==> config.mk <==
export PLATFORM = sky130hd
export DESIGN_NAME = pong_match_ctrl
export DESIGN_NICKNAME = d
export VERILOG_FILES = /design/src/rtl/pong_match_ctrl.sv
export SDC_FILE = /design/constraint.sdc
export NUM_CORES = 1
export LEC_CHECK = 0
export ABC_AREA = 1
export BUFFER_PORTS_ARGS = -buffer_cell sky130_fd_sc_hd__clkbuf_2
export CAP_MARGIN = 20
export CORE_MARGIN = 2
export CORE_UTILIZATION = 54
export CTS_BUF_LIST = sky130_fd_sc_hd__clkbuf_4 sky130_fd_sc_hd__clkbuf_8 sky130_fd_sc_hd__clkbuf_16
export DETAILED_ROUTE_END_ITERATION = 7
export GPL_TIMING_DRIVEN = 1
export PLACE_DENSITY = 0.8
export SETUP_SLACK_MARGIN = 0.5
export SLEW_MARGIN = 10
export SYNTH_ARGS = -nofsm -noshare
export SYNTH_HDL_FRONTEND = slang
export SYNTH_SLANG_ARGS = --single-unit
==> constraint.sdc <==
create_clock -name clk_div -period 1.98 [get_ports clk_div]
set_clock_uncertainty 0.2 [all_clocks]
set_input_delay 0.297 -clock clk_div [delete_from_list [all_inputs] [get_ports clk_div]]
set_output_delay 0.297 -clock clk_div [all_outputs]
set_load 0.05 [all_outputs]
==> src/rtl/pong_match_ctrl.sv <==
// ---------------------------------------------------------------------------
// pong_match_ctrl
//
// Match sequencer for the pong game. It turns the datapath's raw edge-crossing
// events into an ordered serve -> rally -> point -> serve flow. It also holds
// the only authoritative score registers.
//
// Every output is registered. Each registered output is loaded from the value
// that matches the state being entered, so it changes on the same tick as
// `state`.
//
// Ports:
//   clk_div      in   game tick clock (only clock)
//   rst_n        in   synchronous, active-low reset
//   start        in   button level; only rising edges act
//   pause        in   level; freezes the game while high during a rally
//   hit_left     in   ball crossed the left edge (player scores)
//   hit_right    in   ball crossed the right edge (opponent scores)
//   ball_load    out  one-tick pulse: reload ball/paddles to centre
//   ball_run     out  datapath advance enable
//   serve_dir    out  initial ball x direction (1 = right, 0 = left)
//   score_player out  player points
//   score_opp    out  opponent points
//   score        out  {score_opp, score_player}
//   game_over    out  high while the match result is shown
//   state        out  current FSM state code
// ---------------------------------------------------------------------------
module pong_match_ctrl #(
   parameter int SERVE_DELAY = 30,
   parameter int WIN_SCORE   = 11
) (
   input  logic       clk_div,
   input  logic       rst_n,
   input  logic       start,
   input  logic       pause,
   input  logic       hit_left,
   input  logic       hit_right,
   output logic       ball_load,
   output logic       ball_run,
   output logic       serve_dir,
   output logic [3:0] score_player,
   output logic [3:0] score_opp,
   output logic [7:0] score,
   output logic       game_over,
   output logic [2:0] state
);

   localparam logic [2:0] S_IDLE   = 3'd0;
   localparam logic [2:0] S_SERVE  = 3'd1;
   localparam logic [2:0] S_RALLY  = 3'd2;
   localparam logic [2:0] S_POINT  = 3'd3;
   localparam logic [2:0] S_PAUSED = 3'd4;
   localparam logic [2:0] S_OVER   = 3'd5;

   localparam logic [7:0] CNT_RELOAD = 8'(SERVE_DELAY - 1);
   localparam logic [3:0] WIN        = 4'(WIN_SCORE);

   // Scores stop at 15 instead of wrapping back to 0.
   function automatic logic [3:0] sat_inc(input logic [3:0] v);
      return (v == 4'hF) ? v : v + 4'd1;
   endfunction

   logic [2:0] state_q, state_d;
   logic [7:0] cnt_q, cnt_d;
   logic [3:0] sp_q, sp_d;
   logic [3:0] so_q, so_d;
   logic       dir_q, dir_d;
   logic       load_q, load_d;
   logic       run_q, run_d;
   logic       go_q, go_d;
   logic       start_q;
   logic       start_rise;

   assign start_rise = start & ~start_q;

   // State and registered outputs
   always_ff @(posedge clk_div) begin
      if (!rst_n) begin
         state_q <= S_IDLE;
         cnt_q   <= 8'd0;
         sp_q    <= 4'd0;
         so_q    <= 4'd0;
         dir_q   <= 1'b1;
         load_q  <= 1'b0;
         run_q   <= 1'b0;
         go_q    <= 1'b0;
         // Reset to 1 so that a button already held at reset does not start a match.
         start_q <= 1'b1;
      end else begin
         state_q <= state_d;
         cnt_q   <= cnt_d;
         sp_q    <= sp_d;
         so_q    <= so_d;
         dir_q   <= dir_d;
         load_q  <= load_d;
         run_q   <= run_d;
         go_q    <= go_d;
         start_q <= start;
      end
   end

   // Next-state logic
   always_comb begin
      state_d = state_q;
      case (state_q)
         S_IDLE:   if (start_rise) state_d = S_SERVE;
         S_SERVE:  if (cnt_q == 8'd0) state_d = S_RALLY;
         S_RALLY: begin
            if (hit_left && hit_right)     state_d = S_SERVE;
            else if (hit_left || hit_right) state_d = S_POINT;
            else if (pause)                 state_d = S_PAUSED;
         end
         S_POINT: begin
            if (sp_q == WIN || so_q == WIN) state_d = S_OVER;
            else                            state_d = S_SERVE;
         end
         S_PAUSED: if (!pause) state_d = S_RALLY;
         S_OVER:   if (start_rise) state_d = S_SERVE;
         default:  state_d = S_IDLE;
      endcase
   end

   // Output / datapath-register next values
   always_comb begin
      cnt_d  = cnt_q;
      sp_d   = sp_q;
      so_d   = so_q;
      dir_d  = dir_q;
      // SERVE is only entered from another state, so this pulse never lasts two ticks.
      load_d = (state_d == S_SERVE) && (state_q != S_SERVE);
      run_d  = (state_d == S_RALLY);
      go_d   = (state_d == S_OVER);
      case (state_q)
         S_IDLE: begin
            sp_d = 4'd0;
            so_d = 4'd0;
            if (start_rise) begin
               dir_d = 1'b1;
               cnt_d = CNT_RELOAD;
            end
         end
         S_SERVE: if (cnt_q != 8'd0) cnt_d = cnt_q - 8'd1;
         S_RALLY: begin
            if (hit_left && hit_right) begin
               cnt_d = CNT_RELOAD;
            end else if (hit_left) begin
               sp_d  = sat_inc(sp_q);
               dir_d = 1'b0;              // serve toward the loser
            end else if (hit_right) begin
               so_d  = sat_inc(so_q);
               dir_d = 1'b1;
            end
         end
         S_POINT: if (state_d == S_SERVE) cnt_d = CNT_RELOAD;
         S_OVER: begin
            if (start_rise) begin
               sp_d  = 4'd0;
               so_d  = 4'd0;
               dir_d = 1'b1;
               cnt_d = CNT_RELOAD;
            end
         end
         default: ;
      endcase
   end

   assign ball_load    = load_q;
   assign ball_run     = run_q;
   assign serve_dir    = dir_q;
   assign score_player = sp_q;
   assign score_opp    = so_q;
   assign score        = {so_q, sp_q};
   assign game_over    = go_q;
   assign state        = state_q;

endmodule

[Yosys cells after proc, flatten, opt, wreduce, memory -nomap -nowiden]
Index checks and enable logic that the tools add are counted.
Storage, ports and cells
  ROM bits: 0
  bits of input ports: 6
  flip-flop bits (word level): 24
  memories: 0
  word-level logic and storage cells: 82
  bits in latches: 0
  bits in writable memories: 0
Operators by class
  mux-type cells: 28
  reduce and logical (&&, ||, !) cells: 15
  multipliers: 0
  div/mod/pow operators: 0
  order comparisons: 0
  add/subtract/negate cells: 3
  bitwise gates (word level): 2
  equality and inequality tests: 25
  shift operators: 0
Operators by type and width (number)
  4-bit two-way mux: 8
  8-bit two-way mux: 4
  8-bit one-hot mux with 4 select lines: 1
  4-bit one-hot mux with 3 select lines: 2
  3-bit two-way mux: 7
  2-bit inequality test, second input constant: 10
  4-bit == test, second input constant: 4
  3-bit one-hot mux with 5 select lines: 1
  5-bit AND reduction: 2
  3-bit by 2-bit == test with 1-bit output, second input constant: 3
  3-bit == test, second input constant: 3
  4-bit by 1-bit adder with 4-bit output, second input constant: 2
  8-bit logical NOT: 1
  8-bit nonzero test: 1
  8-bit by 1-bit subtractor with 8-bit output, second input constant: 1
  3-bit by 1-bit == test with 1-bit output, second input constant: 2
  6-bit AND reduction: 1
  1-bit two-way mux: 4
  4-bit AND reduction: 1
  4-bit nonzero test: 1
  3-bit logical NOT: 1
  3-bit by 1-bit inequality test with 1-bit output, second input constant: 1
  3-bit inequality test, second input constant: 1
  3-bit nonzero test: 1
  other kinds (8): 10

[Logic depth before layout (Yosys ltp)]
  depth after elaboration: 7
  mapped depth: 10

[Least setup slack after synthesis]
No wires, ideal clock.
  path kind: reg2reg
  from: register sp_q[0], in the netlist score_player[0]
  to: register cnt_q[2]
  period minus slack after synthesis: 1.951 ns
  stages on the path, launching flop included: 10
  path buffers: 1
  setup slack: 0.029 ns
  setup time: 0.113 ns
  arrival: 1.638 ns
  required time: 1.667 ns
  path through: dfxtp_1 -> ha_1 -> nand3_1 -> nand2_1 -> nand2_1 -> nand4_2 -> buf_6 -> nand2_1 -> nand2_1 -> nor2_1
Between the ends
  longest elaborated chain between the ends: 7
RTL lines
  start, declared: RTL line 65  | logic [3:0] sp_q, sp_d;
  start signal, assigned: RTL line 92  | sp_q <= sp_d;
  4-bit == test: RTL line 114  | if (sp_q == WIN || so_q == WIN) state_d = S_OVER;
  1-bit logical OR: RTL line 114
  3-bit two-way mux: RTL line 114
  3-bit one-hot mux with 5 select lines: RTL line 105  | case (state_q)
  3-bit by 1-bit == test with 1-bit output: RTL line 154  | S_POINT: if (state_d == S_SERVE) cnt_d = CNT_RELOAD;
  2-bit inequality test (no source line)
  5-bit AND reduction (no source line)
  end signal, assigned: RTL line 91  | cnt_q <= cnt_d;
  end, declared: RTL line 64  | logic [7:0] cnt_q, cnt_d;
Every way passes these cells.
A chain may end at the register's enable or synchronous reset.

[Worst setup path after layout]
  from: register state_q[2], in the netlist state[2]
  to: register cnt_q[4]
Between the ends
  longest elaborated chain between the ends: 7
  elaborated cells between the ends (all ways): 22
  those cells by class: eq/ne (10); mux (8); reduce/logical (4)
RTL lines
  start, declared: RTL line 63  | logic [2:0] state_q, state_d;
  start signal, assigned: RTL line 90  | state_q <= state_d;
  3-bit two-way mux: RTL line 111  | else if (pause) state_d = S_PAUSED;
  3-bit two-way mux: RTL line 110  | else if (hit_left || hit_right) state_d = S_POINT;
  3-bit two-way mux: RTL line 109  | if (hit_left && hit_right) state_d = S_SERVE;
  3-bit one-hot mux with 5 select lines: RTL line 105
  3-bit by 1-bit == test with 1-bit output: RTL line 154
  2-bit inequality test (no source line)
  5-bit AND reduction (no source line)
Several ways; a longest one is shown, not always the timed one.

==> flow_summary_export.csv <==
group,metric,value,unit
run_status,outcome,"finished clean",
synthesis,yosysWarnings,0,
power_and_ir_drop,clock_power_share,0.071,
detailed_routing,wl,4250,um
worst_setup_path,crit_type,"register to register",
cells_and_area,nets,296,
detailed_routing,viasPerCell,5.47,
die,dieWidth,56.9,um
timing,hold_ws,124,ps
power_and_ir_drop,swShare,0.536,
worst_setup_path,crit_required,2000,ps
detailed_routing,first_pass_iters,5,
cells_and_area,diodes,0,
synthesis,synthAdderAreaFrac,0.0248,
flow_run,drv_cap,0,
global_routing,grt_util_all_layers,0.239,
synthesis,synth-edff-count,0,
placement,numPortBuffers,28,
clock_network,clk_pin_slew,150,ps
synthesis,synth_compound_area_frac,0.0984,
synthesis,synth_flop_cell,"dfxtp_1",
power_and_ir_drop,pwr_density_cell,1570,nW/um^2
power_and_ir_drop,vdd_ir_drop_max,0.00143,V
worst_setup_path,timing.rr.start,"state[2]$_SDFF_PN0_",
die,die_h,56.9,um
power_and_ir_drop,p_int,1.61,mW
worst_hold_path,hp-class,"primary input to register",
cells_and_area,design_area,2210,sq um
synthesis,netlist_area,1510,sq um
clock_network,clock_sinks,24,
power_and_ir_drop,p_leak,1.03,nW
die,core,2710,sq um
worst_hold_path,hold_start,"rst_n",
timing,setup_tns,0,ps
timing,clock.fmax,0.634,GHz
cells_and_area,final_cell_mix,"nand2_1, nor2_1, buf_4",
power_and_ir_drop,p_sw,1.86,mW
timing,layout_setup_ws,404,ps
worst_setup_path,cp-end-kind,"register",
detailed_routing,route.detailed.drc,0,
placement,dp_worst_setup_slack,380,ps
power_and_ir_drop,seqPwrFrac,0.249,
placement,gp_congestion,0.885,
detailed_routing,wl_per_cell,13.4,um
synthesis,synthArstFlopShare,0,
detailed_routing,vias,1735,
die,rows,19,
clock_network,cts_made_buffers,3,
synthesis,syn_area_per_cell,6.30,sq um
worst_setup_path,critical_path.startpoint,"state[2]$_SDFF_PN0_",
worst_setup_path,slowest_stage,"dfxtp_4",
placement,dp_hpwl,2490,um
timing,worstMarginPinSlew,340,ps
detailed_routing,antenna_left,0,
cells_and_area,nFillCells,172,
die,die-area,3240,sq um
global_routing,antenna_found_initial,0,
power_and_ir_drop,combPwrFrac,0.681,
worst_setup_path,cp_num_buf_inv,1,
placement,dpl_cell_area,1770,sq um
die,start_util,0.558,
clock_network,max-clock-path-buffers,2,
timing,slew_headroom,0.772,
timing,fin_crit_sh,0.796,
global_routing,grt_max_degree,14,
cells_and_area,final_common_cell,"nand2_1",
synthesis,synth_cell_types,27,
clock_network,clock-root-buffer,"clkbuf_4",
worst_setup_path,cpLargestDelayFamily,"simple AND/OR/NAND/NOR gates",
global_routing,grt_pass1_wl,6220,um
synthesis,synth-xor-area-share,0.0116,
die,io_pins,29,
detailed_routing,drt_iter0_drc,77,
worst_setup_path,cp_max_fo,6,
synthesis,synth-seq-cells,24,
timing,post-route-min-period,1580,ps
power_and_ir_drop,power.total,3.47,mW
synthesis,synth_fp_nets,249,
timing,setup_viol,0,
clock_network,h-tree-depth,1,
synthesis,muxShareOfSynthArea,0,
clock_network,clk_latency,330,ps
worst_setup_path,worstSetupStartpointType,"register",
synthesis,synth_simple_gate_area_frac,0.415,
clock_network,tritoncts,"built",
global_routing,grt_pass1_vias,1417,
worst_setup_path,cp_common_cell,"nand2_1",
worst_setup_path,critical_path.cell_chain,"buf_4 -> nor2_2 -> nand3_4 -> nand4_4 -> nand2_1 -> nand2_1 -> nor2_1",
synthesis,synth_top_family_by_area,"simple AND/OR/NAND/NOR gates",
synthesis,syn_inst,240,
cells_and_area,drive_above_1_share,0.427,
cells_and_area,flow.area_growth_from_synthesis,45.9,%
worst_setup_path,cp_data_arrival_time,1590,ps
synthesis,synth_seq_area_share,0.318,
timing,hold_viol,0,
global_routing,grt-ovfl-total,0,
timing,rsz0062_at_grt,"yes",
worst_setup_path,critPathMaxStageDelay,400,ps
timing,drv_slew,0,
-- state kept, by name, summed over array words and instances, names as in the netlist --
| name | flops |
|---|---|
| game_over | 1 |
| score_player | 4 |
| ball_load | 1 |
| serve_dir | 1 |
| cnt_q | 8 |
| start_q | 1 |
| ball_run | 1 |
| state | 3 |
| score_opp | 4 |
-- routing by layer --
metal / part of all wire / vias to the layer above / wire length [um] / GRT usage
met5: 0 / - / 0 / 0
met4: 0.012 / 0 / 53 / 0.0963
met3: 0.073 / 8 / 312 / 0.0346
met2: 0.49 / 89 / 2080 / 0.378
met1: 0.42 / 784 / 1800 / 0.329
li1: - / 854 / - / -
-- synth_stat cells (2+ instances only) --
cell / n / area (sq um)
ha_1: 3 / 37.5
nand2_1: 51 / 191
inv_1: 28 / 105
a31oi_1: 2 / 12.5
xor2_1: 2 / 17.5
nand3_2: 2 / 20.0
o211ai_1: 2 / 15.0
nor2_2: 2 / 12.5
nor2_1: 46 / 173
nand2_2: 5 / 31.3
nand3_1: 25 / 125
a21oi_1: 7 / 35.0
o21ai_0: 14 / 70.1
buf_4: 8 / 60.1
nand3b_1: 3 / 22.5
dfxtp_1: 24 / 480
nor3_1: 2 / 10.0
inv_2: 3 / 11.3
or2_2: 2 / 12.5
clkinv_1: 2 / 7.51
-- logic make-up (layout without fill, tap and decap cells) --
logic type      count (synthesis)  in the layout
compound gates                 27             27
simple gates                  141            142
buf+inv                        43             88
fa+ha+maj                       3              3
flops                          24             24
xor+xnor                        2              2
-- timing repair --
item	in CTS	in global routing
hold endpoints to repair	1	0
cloned	1	0
hold buffers	1	0
endpoints found under the setup margin	38	32
resized for setup	45	31
buffers inserted	12	9
pin swaps	19	14
-- worst reg2reg max path: stages (launching register included) --
cell     delay, ps
dfxtp_4        400
buf_4          150
nor2_2         230
nand3_4        170
nand4_4        170
nand2_1         70
nand2_1         60
nor2_1          40
-- area by class of cell --
type | instances | area (sq um) | share of cell area
Clock buffer | 4 | 30.0 | 0.0136
Timing Repair Buffer | 51 | 373 | 0.169
Sequential cell | 24 | 524 | 0.238
Inverter | 33 | 144 | 0.0652
Multi-Input combinational cell | 174 | 1100 | 0.497
Tap cell | 31 | 38.8 | 0.0176
-- power by group through the flow --
stage / clock network (mW) / logic (mW) / registers (mW)
5_1_grt: 0.264 / 2.57 / 0.872
6_report: 0.245 / 2.36 / 0.862
3_3_place_gp: 0 / 1.71 / 0.839
2_1_floorplan: 0 / 1.28 / 1.04
3_5_place_dp: 0 / 1.73 / 0.844
4_1_cts: 0.244 / 2.02 / 0.839
-- through the flow --
stage	utilization	cells
floorplan	-	240
global placement	0.652	290
detailed placement	0.652	290
CTS	0.758	308
global route	0.814	317
finish	0.814	317
-- final timing paths --
path	slack, ps	cells after the start	endpoint
max	400	7	cnt_q[4]$_SDFFE_PN0P_
min	120	3	score_player[3]$_SDFFE_PN0P_
max reg2reg	400	7	cnt_q[4]$_SDFFE_PN0P_
min reg2reg	300	2	cnt_q[1]$_SDFFE_PN0P_
Note: power is estimated with default switching activity, not from simulation.
